`src/rtl/blink_pkg.sv`:
```
// blink_pkg: shared FSM state type and ms-counter constants for blink_period_meter
package blink_pkg;
  typedef enum logic {IDLE, MEASURE} state_e;
  localparam int MS_COUNT_W = 16;
  localparam logic [MS_COUNT_W-1:0] MS_MAX = 16'hFFFF;
endpackage

```
`src/rtl/ms_tick_gen.sv`:
```
// ms_tick_gen: one-clk tick every TICKS_PER_MS cycles, restartable by clr
module ms_tick_gen #(
  parameter int TICKS_PER_MS = 100_000
) (
  input  logic clk,
  input  logic reset_n,
  input  logic clr,
  output logic tick
);
  localparam int W = TICKS_PER_MS > 1 ? $clog2(TICKS_PER_MS) : 1;
  localparam logic [W-1:0] LAST = W'(TICKS_PER_MS - 1);
  logic [W-1:0] cnt_q, cnt_d;
  always_comb cnt_d = (clr || cnt_q == LAST) ? '0 : cnt_q + 1'b1;
  always_ff @(posedge clk or negedge reset_n)
    if (!reset_n) cnt_q <= '0;
    else cnt_q <= cnt_d;
  assign tick = cnt_q == LAST;
endmodule

```
`src/rtl/blink_period_meter.sv`:
```
// blink_period_meter: rising-edge-to-rising-edge period of pulse_in in ms, with sticky timeout.
// Define BLINK_DEBOUNCE_EN to require DEBOUNCE_CYCLES stable clks before a level change is accepted.
module blink_period_meter
  import blink_pkg::*;
#(
  parameter int CLK_FREQ_HZ     = 100_000_000,
  parameter int DEBOUNCE_CYCLES = 16
) (
  input  logic                  clk,
  input  logic                  reset_n,
  input  logic                  pulse_in,
  output logic [MS_COUNT_W-1:0] period_ms,
  output logic                  period_valid,
  output logic                  timeout,
  output logic                  measuring
);
  localparam int TICKS_PER_MS = CLK_FREQ_HZ / 1000;
  if (TICKS_PER_MS < 1 || DEBOUNCE_CYCLES < 1) begin : g_param_check
    $error("blink_period_meter: need CLK_FREQ_HZ >= 1000 and DEBOUNCE_CYCLES >= 1");
  end
  state_e state_q, state_d;
  logic sync1_q, sync2_q, lvl, dly_q, rise_q, tick;
  logic [MS_COUNT_W-1:0] ms_q, ms_d, per_q, per_d;
  logic vld_q, vld_d, to_q, to_d;
`ifdef BLINK_DEBOUNCE_EN
  localparam int DW = $clog2(DEBOUNCE_CYCLES + 1);
  localparam logic [DW-1:0] DB_LAST = DW'(DEBOUNCE_CYCLES - 1);
  logic db_q, db_d;
  logic [DW-1:0] db_cnt_q, db_cnt_d;
  // counter runs only while the synchronized level disagrees with the accepted one
  always_comb begin
    db_d = (sync2_q != db_q && db_cnt_q == DB_LAST) ? sync2_q : db_q;
    db_cnt_d = (sync2_q != db_q && db_cnt_q != DB_LAST) ? db_cnt_q + 1'b1 : '0;
  end
  always_ff @(posedge clk or negedge reset_n)
    if (!reset_n) begin
      db_q <= 1'b0;
      db_cnt_q <= '0;
    end else begin
      db_q <= db_d;
      db_cnt_q <= db_cnt_d;
    end
  assign lvl = db_q;
`else
  assign lvl = sync2_q;
`endif
  always_ff @(posedge clk or negedge reset_n)
    if (!reset_n) begin
      {sync1_q, sync2_q, dly_q, rise_q} <= '0;
    end else begin
      sync1_q <= pulse_in;
      sync2_q <= sync1_q;
      dly_q <= lvl;
      rise_q <= lvl & ~dly_q;
    end
  ms_tick_gen #(.TICKS_PER_MS(TICKS_PER_MS)) u_tick (
    .clk(clk),
    .reset_n(reset_n),
    .clr(rise_q),
    .tick(tick)
  );
  always_ff @(posedge clk or negedge reset_n)
    if (!reset_n) state_q <= IDLE;
    else state_q <= state_d;
  // an edge wins over a simultaneous counter saturation
  always_comb
    state_d = (state_q == IDLE) ? (rise_q ? MEASURE : IDLE)
                                : ((!rise_q && ms_q == MS_MAX) ? IDLE : MEASURE);
  always_comb begin
    ms_d = ms_q;
    per_d = per_q;
    to_d = to_q;
    vld_d = 1'b0;
    if (rise_q) begin
      ms_d = '0;
      if (state_q == MEASURE) begin
        per_d = ms_q + MS_COUNT_W'(tick);
        vld_d = 1'b1;
        to_d = 1'b0;
      end
    end else if (state_q == MEASURE) begin
      if (ms_q == MS_MAX) to_d = 1'b1;
      else if (tick) ms_d = ms_q + 1'b1;
    end
  end
  always_ff @(posedge clk or negedge reset_n)
    if (!reset_n) begin
      ms_q <= '0;
      per_q <= '0;
      vld_q <= 1'b0;
      to_q <= 1'b0;
    end else begin
      ms_q <= ms_d;
      per_q <= per_d;
      vld_q <= vld_d;
      to_q <= to_d;
    end
  assign period_ms = per_q;
  assign period_valid = vld_q;
  assign timeout = to_q;
  assign measuring = state_q == MEASURE;
endmodule

```
`config.mk`:
```
export PLATFORM = sky130hd
export DESIGN_NAME = blink_period_meter
export DESIGN_NICKNAME = d
export VERILOG_FILES = /design/src/rtl/blink_pkg.sv /design/src/rtl/ms_tick_gen.sv /design/src/rtl/blink_period_meter.sv
export SDC_FILE = /design/constraint.sdc
export NUM_CORES = 1
export LEC_CHECK = 0
export ABC_AREA = 1
export BUFFER_PORTS_ARGS = -buffer_cell sky130_fd_sc_hd__buf_2
export CAP_MARGIN = 25
export CORE_AREA = 4 4 80 82
export DETAILED_ROUTE_END_ITERATION = 10
export DIE_AREA = 0 0 84 86
export HOLD_SLACK_MARGIN = 0.08
export PLACE_DENSITY = 0.77
export SYNTH_ARGS = -nofsm -noshare
export SYNTH_HDL_FRONTEND = slang
export SYNTH_SLANG_ARGS = --single-unit
```
`constraint.sdc`:
```
create_clock -name clk -period 2.5 [get_ports clk]
set_input_delay 0.5 -clock clk [delete_from_list [all_inputs] [get_ports clk]]
set_output_delay 0.5 -clock clk [all_outputs]
set_load 0.02 [all_outputs]
```
==> results.json, run 1 <==
{
  "outcome": "completed",
  "totalNegativeSetupSlack_ns": 0,
  "yosys-top-cells-area": "dfrtp_1 (46%), nand2_1 (11%), nor2_1 (6.6%), o21ai_2 (4.1%), nand3_1 (4.0%)",
  "fin_cells": 478,
  "fmax_mhz": 444,
  "multi_input_area_mm2": 0.00146,
  "synth_flop_cell": "dfrtp_1",
  "syn_avg_cell_area_um2": 8.01,
  "drt_iter0_markers": 147,
  "finalCritPeriodShare_pct": 90.1,
  "die_x_um": 84,
  "ir_drop_mv": 0.266,
  "slowest_stage": "dfrtp_1",
  "placed_area_mm2": 0.00319,
  "min_period_ns": 2.25,
  "dr.pass1.iters": 4,
  "wirelength_um": 5960,
  "final_core_util_pct": 58.2,
  "grt_max_degree": 57,
  "synth_seq_cells": 56,
  "ys_warn_count": 0,
  "slowest_delay_ns": 0.39,
  "gp_congestion": 0.895,
  "port_buffers": 21,
  "root_buffer": "clkbuf_8",
  "clock_latency_ns": 0.31,
  "synth_fp_nets": 385,
  "final_hold_viol_count": 0,
  "n_fill_cell": 509,
  "required_ns": 2.74,
  "grt_pass1_vias": 2340,
  "via_per_inst": 5.23,
  "final_cell_mix": "nand2_1 (92), dfrtp_1 (56), nor2_1 (52)",
  "netlist-cell-type-count": 32,
  "via_count": 2502,
  "synth_largest_area_cell": "dfrtp_1",
  "placementRows": 28,
  "critPathMaxFanout": 5,
  "reg2regPathDepth": 12,
  "tritoncts": "built",
  "antenna_left": 0,
  "final_area_mm2": 0.00334,
  "yosysSeqAreaShare_pct": 46.3,
  "finClkSkew_ns": 0.00990,
  "dieArea_mm2": 0.00722,
  "ff_latch_area_mm2": 0.00140,
  "cts_buffers": 5,
  "netlist_instances": 378,
  "startpoint_type": "flop",
  "clock-sinks": 56,
  "slew_headroom_pct": 54.5,
  "drive_gt1_share_pct": 17.6,
  "coreArea_mm2": 0.00575,
  "worstMarginPinSlew_ns": 0.683,
  "cp.arrival_ns": 2.49,
  "grt_usage_pct": 18.0,
  "p_leak_nw": 1.46,
  "path_clk_slew_ns": 0.10,
  "dp.final_hpwl_um": 4250,
  "die_y_um": 86,
  "synth_edf_count": 0,
  "drcViolationCount": 0,
  "post-place-ws_ns": -0.0534,
  "hold_class": "input port to flop",
  "cts_buffer_depth": 2,
  "ios": 22,
  "slew_violations": 0,
  "area_growth_pct": 10.4,
  "start_util_pct": 52.7,
  "maxCapViolCount": 0,
  "insertedDiodeCount": 0,
  "grt_pass1_wl_um": 10700,
  "synth_top_area_share_pct": 46.3,
  "finalSetupViolations": 0,
  "nets": 409,
  "async_reset_ff_share_pct": 100,
  "setup.worst_path.end_class": "flop",
  "crit_type": "flop to flop",
  "place_inst": 470,
  "htreeDepth": 2,
  "rsz0062_at_grt": "no",
  "cts_setup_buffers": 0,
  "final_common_cell": "nand2_1",
  "hold_path_depth": 1,
  "syn_area_mm2": 0.00303,
  "holdBufCountCts": 0,
  "antenna_found_initial": 0,
  "overflow": 0,
  "power_density_mw_per_mm2": 558,
  "worst_slack_ns": 0.247,
  "cp_cell_sequence": "ha_1 -> nand2_1 -> inv_1 -> nand2_1 -> nor4_4 -> ha_2 -> ha_2 -> nand3_4 -> nor2_4 -> nand3_1 -> xor2_1 -> o21ai_1",
  "wl_per_cell_um": 12.5
}
-- cell families after synthesis --
family	count (synthesis)	share of synthesized area, %
fa+ha+maj	4	1.65
compound gates	55	11.3
simple gates	204	29.6
flops	56	46.3
xor+xnor	15	4.34
buf+inv	44	6.86
-- synthesized netlist by cell type (3+ instances only) --
master	number
ha_1	4
dfrtp_1	56
nor2_2	3
nand4_1	7
nor3_1	10
clkbuf_1	3
a31oi_1	3
inv_1	31
nand2_2	9
nor2_1	53
xor2_1	13
buf_2	3
o21ai_0	23
a21oi_1	9
o21ai_2	14
nand3_1	24
nand2_1	92
-- power breakdown --
part	leakage (nW)	internal, mW	switching (mW)
clock	0.0541	0.297	0.298
combinational	0.654	0.0853	0.148
sequential	0.751	0.970	0.0656
total	1.46	1.35	0.511
-- timing repair --
action	in CTS	in global routing
gates resized for setup	2	7
pin swaps	0	2
endpoints found under the setup margin	2	4
-- flip-flops by register name, summed over array words and instances, names as in the netlist --
name,flops
u_tick.cnt_q,17
ms_q,16
period_ms,16
dly_q,1
lvl,1
measuring,1
period_valid,1
rise_q,1
sync1_q,1
timeout,1
-- metrics by stage --
step	hold WS, ns	total power, mW
3_5_place_dp	0.336	1.28
6_report	0.291	1.86
5_1_grt	0.273	1.97
4_1_cts	0.279	1.88
2_1_floorplan	0.204	1.22
3_3_place_gp	0.332	1.28
-- final timing paths --
| check | slack [ns] | from | end |
|---|---|---|---|
| setup / recovery | 0.25 | u_tick.cnt_q[0] | period_ms[14] |
| hold / removal | 0.29 | pulse_in | sync1_q |
| setup reg to reg | 0.25 | u_tick.cnt_q[0] | period_ms[14] |
| hold reg to reg | 0.36 | sync1_q | lvl |
| max in group asynchronous | 1.74 | reset_n | u_tick.cnt_q[7] |
| min in group asynchronous | 0.30 | reset_n | period_ms[2] |
-- layer usage --
metal  global-route usage (%)  up-vias  wire [um]
met5                        0        -          0
met3                     4.03        8        228
met2                     29.5       53       2870
met4                     6.87        0        102
met1                     23.5     1168       2760
li1                         -     1273          -
-- layout make-up --
cell class | count | share of cell area, %
multi-input combinational | 278 | 43.6
sequential | 56 | 41.9
timing repair buffer | 27 | 4.49
inverter | 34 | 3.82
tap | 75 | 2.81
clock buffer | 5 | 2.06
clock inverter | 3 | 1.27
-- worst max-delay path, delay by kind of cell, from the launching register on --
family,cells,cell delay [ns]
AO/OA/AOI/OAI,1,0.12
XOR/XNOR,1,0.16
adder cells (fa/ha/maj),3,0.62
buffers and inverters,1,0.08
flip-flops,1,0.39
AND/OR/NAND/NOR,6,0.79
(Power assumes the default switching activity.)
==> run 2: changes to the inputs <==
Settings changed: CELL_PAD_IN_SITES_DETAIL_PLACEMENT set to 1, CELL_PAD_IN_SITES_GLOBAL_PLACEMENT set to 2, CORE_AREA 4 4 80 82 to 4 4 100 102, DIE_AREA 0 0 84 86 to 0 0 104 106, PLACE_DENSITY 0.77 to 0.81, SYNTH_HIERARCHICAL set to 1.
==> run 2 against run 1 <==
  * Sequential power fell by 6%
  * Worst setup slack got worse by 0.0042 ns
  * Die area rose by 53%
  * Fmax fell by 0.19%
  * Largest cell class unchanged
==> results.json, run 2 <==
{
  "cts_setup_buffers": 0,
  "holdBufCountCts": 0,
  "async_reset_ff_share_pct": 100,
  "netlist-cell-type-count": 30,
  "maxCapViolCount": 0,
  "slowest_stage": "dfrtp_1",
  "wirelength_um": 8250,
  "worstMarginPinSlew_ns": 0.533,
  "yosysSeqAreaShare_pct": 45.3,
  "htreeDepth": 2,
  "required_ns": 2.71,
  "dieArea_mm2": 0.0110,
  "overflow": 0,
  "drcViolationCount": 0,
  "setup.worst_path.end_class": "flop",
  "path_clk_slew_ns": 0.11,
  "yosys-top-cells-count": "nand2_1 (119), nor2_1 (60), dfrtp_1 (56), nand3_1 (45), inv_1 (27)",
  "die_x_um": 104,
  "min_period_ns": 2.26,
  "insertedDiodeCount": 0,
  "slew_violations": 0,
  "area_growth_pct": 11.4,
  "dp.final_hpwl_um": 6030,
  "synth_seq_cells": 56,
  "grt_pass1_vias": 2750,
  "nets": 436,
  "rsz0062_at_grt": "no",
  "finClkSkew_ns": 0.0104,
  "yosys-top-cells-area": "dfrtp_1 (45%), nand2_1 (14%), nand3_1 (7.3%), nor2_1 (7.3%), xor2_1 (4.2%)",
  "slew_headroom_pct": 64.4,
  "synthMostInstantiatedCell": "nand2_1",
  "syn_area_mm2": 0.00309,
  "ys_warn_count": 6,
  "root_buffer": "clkbuf_8",
  "fin_cells": 541,
  "start_util_pct": 34.0,
  "dr.pass1.iters": 4,
  "startpoint_type": "flop",
  "clock-sinks": 56,
  "cts_buffer_depth": 2,
  "ios": 22,
  "synth_fp_nets": 409,
  "gp_congestion": 0.790,
  "synth_edf_count": 0,
  "drt_iter0_markers": 121,
  "worst_slack_ns": 0.243,
  "final_common_cell": "nand2_1",
  "final_hold_viol_count": 0,
  "cts_buffers": 5,
  "synth_flop_cell": "dfrtp_1",
  "crit_type": "flop to flop",
  "placementRows": 35,
  "slowest_delay_ns": 0.42,
  "largest_register": "u_tick/cnt_q",
  "totalNegativeSetupSlack_ns": 0,
  "fmax_mhz": 443,
  "synth_largest_area_cell": "dfrtp_1",
  "synth_top_area_share_pct": 45.3,
  "antenna_found_initial": 0,
  "antenna_left": 0,
  "grt_usage_pct": 15.9,
  "hold_class": "input port to async pin",
  "tritoncts": "built",
  "outcome": "completed",
  "cp_cell_sequence": "ha_1 -> nand2_2 -> nor2_2 -> nand3_2 -> inv_1 -> ha_1 -> ha_1 -> nand3_1 -> nor2_2 -> nand3_1 -> xor2_1 -> nand2_1 -> nand2_1",
  "place_inst": 533,
  "grt_max_degree": 27,
  "power_density_mw_per_mm2": 504,
  "p_leak_nw": 1.60,
  "port_buffers": 21,
  "post-place-ws_ns": 0.185,
  "largest_reg_flops": 17,
  "wl_per_cell_um": 15.3,
  "syn_avg_cell_area_um2": 7.69,
  "cpMostUsedCell": "ha_1",
  "netlist_instances": 402,
  "die_y_um": 106,
  "via_per_inst": 4.90,
  "finalSetupViolations": 0,
  "clock_latency_ns": 0.32,
  "final_cell_mix": "nand2_1 (119), nor2_1 (59), dfrtp_1 (56)",
  "drive_gt1_share_pct": 14.7,
  "cp.arrival_ns": 2.47,
  "hold_ws_ns": 0.147,
  "ir_drop_mv": 0.227,
  "finalCritPeriodShare_pct": 90.3,
  "total_power_mw": 1.74,
  "via_count": 2652,
  "grt_pass1_wl_um": 14200,
  "critPathMaxFanout": 4,
  "coreArea_mm2": 0.00911
}
==> run 2: path summary, 6_finish.rpt <==
| kind | startpoint | end | slack, ns | cells after the start |
|---|---|---|---|---|
| max in group asynchronous | reset_n | u_tick/cnt_q[3] | 1.68 | 2 |
| hold / removal | reset_n | ms_q[12] | 0.15 | 1 |
| min in group clk | pulse_in | sync1_q | 0.29 | 1 |
| setup / recovery | u_tick/cnt_q[0] | period_ms[14] | 0.24 | 13 |
| setup reg to reg | u_tick/cnt_q[0] | period_ms[14] | 0.24 | 13 |
| hold reg to reg | sync1_q | lvl | 0.36 | 0 |
==> run 2: critical path, delay by kind of cell (launching register included) <==
family	cells	cell delay, ns
and+or+nand+nor	8	0.85
adders and majority gates	3	0.60
DFF	1	0.42
xor gates and xnor gates	1	0.17
buffers and inverters	1	0.10
==> run 2: repair_timing <==
item	4_1_cts	5_1_grt
setup endpoints to repair	0	2
endpoints found under the hold margin	0	0
gates resized for setup	0	1
==> run 2: layout make-up <==
class	instances	area (um2)
inverters	32	120
multi-input cells	305	1510
repair buffers	29	165
well taps	111	139
clock inverters	2	35.0
flip-flops and latches	56	1400
clock buffers	6	72.6
fillers	1162	5660
==> run 2: layer usage <==
| metal | share of wire, % | vias to the layer above | GRT usage (%) |
|---|---|---|---|
| li1 | - | 1340 | - |
| met1 | 55 | 1267 | 23.4 |
| met2 | 41 | 39 | 24.5 |
| met3 | 3.2 | 6 | 2.79 |
| met4 | 0.91 | 0 | 3.13 |
| met5 | 0 | - | 0 |
==> run 2: power by group <==
group          internal (mW)  switching [mW]  leakage, nW
combinational         0.0496           0.102        0.792
sequential             0.942          0.0363        0.754
clock                  0.298           0.308       0.0552
==> run 2: logic make-up after synthesis <==
| logic type | after synthesis | share of synthesized area, % |
|---|---|---|
| flops | 56 | 45.3 |
| simple gates | 256 | 36.8 |
| xor+xnor | 21 | 5.95 |
| compound gates | 24 | 4.45 |
| buf+inv | 41 | 5.87 |
| fa+ha+maj | 4 | 1.62 |
==> run 2: through the flow <==
stage	cell area [um2]	utilization (%)
detailed placement	3340	36.6
CTS	3440	37.8
global placement	3340	36.6
global route	3450	37.8
floorplan	3090	-
finish	3450	37.8
==> run 3: changes to the inputs <==
Settings changed: RECOVER_POWER set to 50.
==> run 3 against run 2 <==
  * Critical endpoint unchanged
  * Worst setup slack barely moved
  * Worst hold slack improved by 0.14 ns
  * Sequential share of layout area rose by 0.16 points
  * Global-route usage did not move
  * Clock skew barely moved
  * Power barely moved
  * Sequential cell count did not move
==> results.json, run 3 (same netlist as run 2, synthesis figures left out) <==
{
  "wirelength_um": 8240,
  "final_cell_mix": "nand2_1 (119), nor2_1 (59), dfrtp_1 (56)",
  "required_ns": 2.71,
  "hold_class": "input port to flop",
  "setup.worst_path.end_class": "flop",
  "cp.arrival_ns": 2.47,
  "antenna_found_initial": 0,
  "totalNegativeSetupSlack_ns": 0,
  "rsz0062_at_grt": "no",
  "gp_congestion": 0.790,
  "grt_pass1_wl_um": 14200,
  "startpoint_type": "flop",
  "die_x_um": 104,
  "hold_path_depth": 1,
  "wl_per_cell_um": 15.2,
  "critPathMaxFanout": 4,
  "drive_gt1_share_pct": 13.0,
  "ios": 22,
  "root_buffer": "clkbuf_8",
  "wl_met3_um": 313,
  "final_hold_viol_count": 0,
  "grt_usage_pct": 15.9,
  "min_period_ns": 2.26,
  "via_per_inst": 4.93,
  "finalSetupViolations": 0,
  "wl_met2_um": 3430,
  "largest_reg_flops": 17,
  "place_inst": 533,
  "holdBufCountCts": 0,
  "worstMarginPinSlew_ns": 1.27,
  "post_cts_resized": 0,
  "finalCritPeriodShare_pct": 90.3,
  "slew_headroom_pct": 15.1,
  "drt_iter0_markers": 132,
  "final_area_mm2": 0.00343,
  "fin_cells": 541,
  "htreeDepth": 2,
  "fmax_mhz": 443,
  "area_growth_pct": 11.0,
  "antenna_left": 0,
  "path_clk_slew_ns": 0.10,
  "largest_register": "u_tick/cnt_q",
  "slew_violations": 0,
  "top_layer": "met4",
  "wl_met1_um": 4420,
  "via_count": 2666,
  "start_util_pct": 34.0,
  "reg2regPathDepth": 13,
  "maxCapViolCount": 0,
  "outcome": "completed",
  "placementRows": 35,
  "dr.pass1.iters": 4,
  "grt_max_degree": 27,
  "cts_setup_buffers": 0,
  "final_common_cell": "nand2_1",
  "dieArea_mm2": 0.0110,
  "placed_area_mm2": 0.00334,
  "coreArea_mm2": 0.00911,
  "p_leak_nw": 1.57,
  "insertedDiodeCount": 0,
  "grt_pass1_vias": 2750,
  "cts_buffers": 5,
  "crit_type": "flop to flop",
  "nets": 436,
  "finClkSkew_ns": 0.0107,
  "dp.final_hpwl_um": 6030,
  "tritoncts": "built",
  "hold_ws_ns": 0.290,
  "die_y_um": 106,
  "ir_drop_mv": 0.228,
  "overflow": 0,
  "cts_buffer_depth": 2,
  "port_buffers": 21,
  "drcViolationCount": 0,
  "clock_latency_ns": 0.32,
  "power_density_mw_per_mm2": 505,
  "clock-sinks": 56
}
[run 3: stage by stage]
stage | total power, mW | setup WS (ns) | utilization [%]
2_1_floorplan | 1.09 | 0.327 | -
5_1_grt | 1.83 | 0.00164 | 37.7
6_report | 1.73 | 0.242 | 37.7
3_5_place_dp | 1.15 | 0.185 | 36.6
3_3_place_gp | 1.15 | 0.287 | 36.6
4_1_cts | 1.77 | 0.166 | 37.8
[run 3: per-layer routing]
metal	vias up	global-route usage, %
met3	7	2.79
li1	1336	-
met2	46	24.5
met5	-	0
met1	1277	23.4
met4	0	3.13
[run 3: worst paths after layout]
check / from / to / slack [ns]
worst max register to register: u_tick/cnt_q[0] / period_ms[14] / 0.24
worst min-delay path: pulse_in / sync1_q / 0.29
min in group asynchronous: reset_n / ms_q[12] / 0.43
max in group asynchronous: reset_n / measuring / 0.55
worst max-delay path: u_tick/cnt_q[0] / period_ms[14] / 0.24
worst min register to register: sync1_q / lvl / 0.36
[run 3: area by class of cell]
cell class / count / area [um2]
clock inverters: 2 / 35.0
inverters: 32 / 120
fillers: 1163 / 5680
well taps: 111 / 139
repair buffers: 29 / 151
multi-input cells: 305 / 1510
clock buffers: 6 / 72.6
flip-flops and latches: 56 / 1400
[run 3: worst max-delay path: stages, from the launching register on]
cell     delay (ns)
dfrtp_1        0.42
ha_1           0.24
nand2_2        0.07
nor2_2         0.13
nand3_2        0.12
inv_1          0.10
ha_1           0.17
ha_1           0.19
nand3_1        0.14
nor2_2         0.18
nand3_1        0.11
xor2_1         0.17
nand2_1        0.06
nand2_1        0.05
[run 3: power breakdown]
group	switching, mW	leakage, nW	internal (mW)
Sequential	0.0364	0.754	0.942
Clock	0.308	0.0552	0.298
Combinational	0.102	0.765	0.0474
Total	0.446	1.57	1.29
